--- src/rtl/audio_pkg.sv ---
// ============================================================================
// audio_pkg : shared widths, period limit and state encoding for PWM audio
// Revision  : 1.0 - initial release
// ============================================================================
`default_nettype none

package audio_pkg;

  localparam int SAMPLE_W = 8;
  localparam logic [SAMPLE_W-1:0] PWM_MAX = 8'd254;

  typedef enum logic [1:0] {
    IDLE  = 2'd0,
    RUN   = 2'd1,
    DRAIN = 2'd2
  } state_t;

  // Last count of a period: the 255-tick period runs 0..PWM_MAX.
  function automatic logic is_last(input logic [SAMPLE_W-1:0] cnt);
    return cnt == PWM_MAX;
  endfunction

endpackage

`default_nettype wire

--- src/rtl/tick_gen.sv ---
// ============================================================================
// tick_gen : prescaler producing a one-cycle tick every DIV clocks while run_i
// Revision : 1.0 - initial release
// ============================================================================
`default_nettype none

module tick_gen
  import audio_pkg::*;
#(
  parameter int DIV = 1
) (
  input  logic clk,
  input  logic rst,
  input  logic run_i,
  output logic tick_o
);

  localparam int PW = (DIV > 1) ? $clog2(DIV) : 1;
  localparam logic [PW-1:0] C_LAST = PW'(DIV - 1);

  logic [PW-1:0] pre_q;
  logic [PW-1:0] pre_d;

  // Held at zero whenever not running so a new run starts phase-aligned.
  always_comb begin
    pre_d = pre_q;
    if (!run_i) begin
      pre_d = '0;
    end else if (pre_q == C_LAST) begin
      pre_d = '0;
    end else begin
      pre_d = pre_q + PW'(1);
    end
  end

  always_ff @(posedge clk) begin
    if (rst) begin
      pre_q <= '0;
    end else begin
      pre_q <= pre_d;
    end
  end

  assign tick_o = run_i && (pre_q == C_LAST);

endmodule

`default_nettype wire

--- src/rtl/pwm_audio_out.sv ---
// ============================================================================
// pwm_audio_out : 8-bit PWM audio DAC with one-entry sample buffer and underrun
// Revision      : 1.0 - initial release
// ============================================================================
`default_nettype none

module pwm_audio_out
  import audio_pkg::*;
#(
  parameter int                  DIV        = 1,
  parameter logic [SAMPLE_W-1:0] IDLE_LEVEL = 8'h80
) (
  input  logic                clk,
  input  logic                rst,
  input  logic                enable,
  input  logic [SAMPLE_W-1:0] sample_in,
  input  logic                sample_valid,
  output logic                sample_ready,
  input  logic                underrun_clr,
  output logic                pwm_out,
  output logic                period_start,
  output logic                underrun
);

  state_t              state_q,     state_d;
  logic [SAMPLE_W-1:0] cnt_q,       cnt_d;
  logic [SAMPLE_W-1:0] active_q,    active_d;
  logic [SAMPLE_W-1:0] next_q,      next_d;
  logic                next_full_q, next_full_d;
  logic                pwm_q,       pwm_d;
  logic                pstart_q,    pstart_d;
  logic                underrun_q,  underrun_d;

  logic tick;
  logic transfer;
  logic last_tick;
  logic ur_set;

  tick_gen #(
    .DIV (DIV)
  ) u_tick_gen (
    .clk    (clk),
    .rst    (rst),
    .run_i  (state_q != IDLE),
    .tick_o (tick)
  );

  assign sample_ready = !next_full_q && !rst;
  assign transfer     = sample_valid && sample_ready;
  assign last_tick    = tick && is_last(cnt_q);

  always_comb begin
    state_d     = state_q;
    cnt_d       = cnt_q;
    active_d    = active_q;
    next_d      = next_q;
    next_full_d = next_full_q;
    pwm_d       = 1'b0;
    pstart_d    = 1'b0;
    ur_set      = 1'b0;

    if (transfer) begin
      next_d      = sample_in;
      next_full_d = 1'b1;
    end

    case (state_q)
      IDLE: begin
        cnt_d = '0;
        if (enable) begin
          state_d  = RUN;
          pstart_d = 1'b1;
          if (next_full_q) begin
            active_d    = next_q;
            next_full_d = 1'b0;
          end else begin
            active_d = IDLE_LEVEL;
          end
        end
      end

      RUN: begin
        pwm_d = cnt_q < active_q;
        if (tick) begin
          cnt_d = last_tick ? '0 : cnt_q + 8'd1;
        end
        if (!enable) begin
          state_d = last_tick ? IDLE : DRAIN;
        end else if (last_tick) begin
          pstart_d = 1'b1;
          if (next_full_q) begin
            active_d    = next_q;
            next_full_d = 1'b0;
          end else if (transfer) begin
            // Sample arriving exactly on the wrap skips the buffer.
            active_d    = sample_in;
            next_full_d = 1'b0;
          end else begin
            ur_set = 1'b1;
          end
        end
      end

      DRAIN: begin
        pwm_d = cnt_q < active_q;
        if (tick) begin
          cnt_d = last_tick ? '0 : cnt_q + 8'd1;
        end
        if (last_tick) begin
          state_d = IDLE;
        end
      end

      default: begin
        state_d = IDLE;
        cnt_d   = '0;
      end
    endcase

    if (ur_set) begin
      underrun_d = 1'b1;
    end else if (underrun_clr) begin
      underrun_d = 1'b0;
    end else begin
      underrun_d = underrun_q;
    end
  end

  always_ff @(posedge clk) begin
    if (rst) begin
      state_q     <= IDLE;
      cnt_q       <= '0;
      active_q    <= IDLE_LEVEL;
      next_q      <= '0;
      next_full_q <= 1'b0;
      pwm_q       <= 1'b0;
      pstart_q    <= 1'b0;
      underrun_q  <= 1'b0;
    end else begin
      state_q     <= state_d;
      cnt_q       <= cnt_d;
      active_q    <= active_d;
      next_q      <= next_d;
      next_full_q <= next_full_d;
      pwm_q       <= pwm_d;
      pstart_q    <= pstart_d;
      underrun_q  <= underrun_d;
    end
  end

  assign pwm_out      = pwm_q;
  assign period_start = pstart_q;
  assign underrun     = underrun_q;

endmodule

`default_nettype wire

--- config.mk ---
export PLATFORM = sky130hd
export DESIGN_NAME = pwm_audio_out
export DESIGN_NICKNAME = d
export VERILOG_FILES = /design/src/rtl/audio_pkg.sv /design/src/rtl/tick_gen.sv /design/src/rtl/pwm_audio_out.sv
export SDC_FILE = /design/constraint.sdc
export NUM_CORES = 1
export LEC_CHECK = 0
export CAP_MARGIN = 20
export CORE_ASPECT_RATIO = 0.7
export CORE_UTILIZATION = 55
export CTS_CLUSTER_SIZE = 30
export DETAILED_ROUTE_END_ITERATION = 7
export PLACE_DENSITY = 0.78
export SETUP_SLACK_MARGIN = 0.15
export SYNTH_ARGS = -nofsm -noshare
export SYNTH_HDL_FRONTEND = slang
export SYNTH_HIERARCHICAL = 1
export SYNTH_SLANG_ARGS = --single-unit
--- constraint.sdc ---
create_clock -name clk -period 3 [get_ports clk]
set_input_delay 0.45 -clock clk [delete_from_list [all_inputs] [get_ports clk]]
set_output_delay 0.45 -clock clk [all_outputs]
set_load 0.02 [all_outputs]
==> flow_metrics.env, run 1 <==
export IMPL_min_path_type="register to register"
export IMPL_synthDistinctLibCells=37
export IMPL_drt_drc_violations_left=0
export IMPL_routabilityCongestion=0.8573
export IMPL_core_area_sq_um=2803
export IMPL_finalHoldViolations=0
export IMPL_post_route_period_util=0.8502
export IMPL_setup_worst_path_start="state_q[1]"
export IMPL_synthToLayoutAreaGrowth_pct=19.06
export IMPL_crit_type="register to register"
export IMPL_grt_max_degree=23
export IMPL_antenna_found_initial=0
export IMPL_cts_setup_buffers=0
export IMPL_reg2reg_from="state_q[1]"
export IMPL_worst_pin_slew_ns=0.5622
export IMPL_die_h_microns=47.43
export IMPL_dpl_hpwl_microns=2561
export IMPL_cts_tree="done"
export IMPL_postRouteAntennaNets=0
export IMPL_final_common_cell="dfxtp_1"
export IMPL_pin_count=17
export IMPL_worstSetupStartpointType="register"
export IMPL_drtPass1Iterations=4
export IMPL_path_cells="inv_1 > ha_1 > inv_1 > nor2b_4 > nand4_1 > a2111oi_4 > or2_1 > a311oi_2"
export IMPL_slowest_delay_ns=0.50
export IMPL_ctsLongestPathBuffers=2
export IMPL_htree_num_levels=2
export IMPL_required_ns=3.15
export IMPL_wirelength_microns=3400
export IMPL_ctsResizeCount=0
export IMPL_wl_per_cell_microns=14.17
export IMPL_holdBufCountCts=0
export IMPL_diodes=0
export IMPL_rsz0062_at_grt="no"
export IMPL_grt_overflow=0
export IMPL_max_slew_margin=0.6252
export IMPL_setup_viol=0
export IMPL_fillers=209
export IMPL_clkTransAtPathRegs_ns=0.07
export IMPL_synth_seq_cells=31
export IMPL_cts_sinks=31
export IMPL_yosysWarnings=6
export IMPL_ys_seq_area_frac=0.3827
export IMPL_numCtsBuffers=5
export IMPL_arrival_ns=2.70
export IMPL_synth_area_sq_um=1622
export IMPL_synth_edff_count=0
export IMPL_status="completed"
export IMPL_vias=1371
export IMPL_min_from="next_q[0]"
export IMPL_cp_slowest_cell="a2111oi_4"
export IMPL_worst_setup_path_end_kind="register"
export IMPL_syn_inst=184
export IMPL_drv_cap=0
export IMPL_grt_pass1_vias=1247
export IMPL_avgSynthCellArea_sq_um=8.813
export IMPL_synth_net_count=210
export IMPL_path_delay_family="simple AND/OR/NAND/NOR gates"
export IMPL_power_total_w=0.001284
export IMPL_ys_flop_type="dfxtp_1"
export IMPL_mostFrequentLayoutCells="dfxtp_1 (31), nor2_1 (22), nand2_1 (19)"
export IMPL_rows=16
export IMPL_path_buf_inv=2
export IMPL_drtIter0Drc=77
export IMPL_clock_fmax_ghz=0.3921
export IMPL_totalNegativeSetupSlack_ns=0
export IMPL_root_buffer="clkbuf_8"
export IMPL_layout_drive_gt1_share=0.09314
export IMPL_slew_viol_final=0
export IMPL_synthArstFlopShare=0
export IMPL_routed_via_density=5.713
export IMPL_finalCriticalPeriod_ns=2.551
export IMPL_die_w_microns=66.90
export IMPL_regToRegSetupSlack_ns=0.45
export IMPL_skew_ns=0.004866
export IMPL_grt_total_usage=0.2359
export IMPL_critPathMostFrequentCell="inv_1"
export IMPL_initial_utilization=0.5786
export IMPL_port_buffers=16
export IMPL_clk_latency_ns=0.28
export IMPL_grt_pass1_wl_microns=5368
export IMPL_die_area_sq_um=3173
export IMPL_peakVddDrop_uv=509.1
export IMPL_fin_nets=229
export IMPL_p_leak_nw=0.7467
export IMPL_power_density_nw_per_um2=664.9
export IMPL_crit_fanout=9
metrics by stage:
step	worst slack [ns]	utilization	area [sq um]	hold WS, ns	std cells
3_5_place_dp	0.5311	0.6469	1813	0.4838	232
5_1_grt	0.2666	0.6888	1931	0.5108	240
2_1_floorplan	0.9173	-	1622	0.4521	184
3_3_place_gp	0.6734	0.6469	1813	0.4656	232
6_report	0.4495	0.6888	1931	0.4918	240
4_1_cts	0.5204	0.6888	1931	0.4937	240
final cells by class:
type,count,area (sq um),area share
repair buffers,19,182.7,0.09462
clock inverters,2,35.03,0.01815
inverters,13,48.80,0.02528
flip-flops and latches,31,620.6,0.3215
well taps,36,45.04,0.02333
clock buffers,6,82.58,0.04277
multi-input cells,133,915.9,0.4744
flip-flops by register name (all words and copies together) (netlist names):
signal	flops
active_q	8
cnt_q	8
pwm_out	1
next_full_q	1
u_tick_gen/pre_q	1
period_start	1
next_q	8
underrun	1
state_q	2
worst reg2reg max path: cells and delay by family (launching register included):
kind / cells / cell delay [ns]
AO/OA/AOI/OAI: 2 / 0.66
adder cells (fa/ha/maj): 1 / 0.23
buffers and inverters: 2 / 0.24
flip-flops: 1 / 0.40
AND/OR/NAND/NOR: 3 / 0.88
Yosys cell counts, types with 3 or more instances:
library cell,n,area share
mux2i_1,10,0.062
nor2b_1,4,0.015
dfxtp_1,31,0.38
nand4_1,4,0.015
xor2_1,3,0.016
clkbuf_1,4,0.0093
o21ai_0,3,0.0093
a311oi_1,4,0.022
nor3_1,8,0.025
nand3_1,11,0.034
nor2_1,22,0.051
inv_1,12,0.028
a21oi_1,6,0.019
ha_1,13,0.10
nand2_1,19,0.044
a311oi_2,3,0.028
xnor2_1,3,0.016
logic make-up (layout without fill, tap and decap cells):
family | count (synthesis) | after routing | share of synthesized area
xor+xnor | 6 | 6 | 0.03241
other cells | 1 | 1 | 0.002313
mux | 10 | 10 | 0.06173
compound gates | 27 | 27 | 0.1428
flops | 31 | 31 | 0.3827
buf+inv | 20 | 40 | 0.05246
simple gates | 76 | 76 | 0.2253
fa+ha+maj | 13 | 13 | 0.1003
routing by layer:
| layer | wire (microns) | GRT usage | vias to the layer above |
|---|---|---|---|
| met3 | 195 | 0.08571 | 6 |
| met4 | 36 | 0.09787 | 0 |
| met5 | 0 | 0 | - |
| met2 | 1533 | 0.3778 | 45 |
| met1 | 1635 | 0.2949 | 638 |
| li1 | - | - | 682 |
where the power goes:
part / total, W / switching [W] / internal, W
clock: 0.000425 / 0.000157 / 0.000268
combinational: 0.000366 / 0.000212 / 0.000155
sequential: 0.000492 / 0.0000286 / 0.000463
path summary, 6_finish.rpt:
check / end / cells after the start
setup / recovery: active_q[4] / 8
hold / removal: active_q[0] / 2
setup reg to reg: active_q[4] / 8
hold reg to reg: active_q[0] / 2
(Power assumes the default switching activity.)
==> run 2, diff against run 1 <==
--- a/config.mk
+++ b/config.mk
@@ -5,6 +5,7 @@
 export SDC_FILE = /design/constraint.sdc
 export NUM_CORES = 1
 export LEC_CHECK = 0
+export ABC_CLOCK_PERIOD_IN_PS = 3000
 export CAP_MARGIN = 20
 export CORE_ASPECT_RATIO = 0.7
 export CORE_UTILIZATION = 55
==> results of run 2 <==
The final DEF is identical to that of run 1; final timing and power are the same.
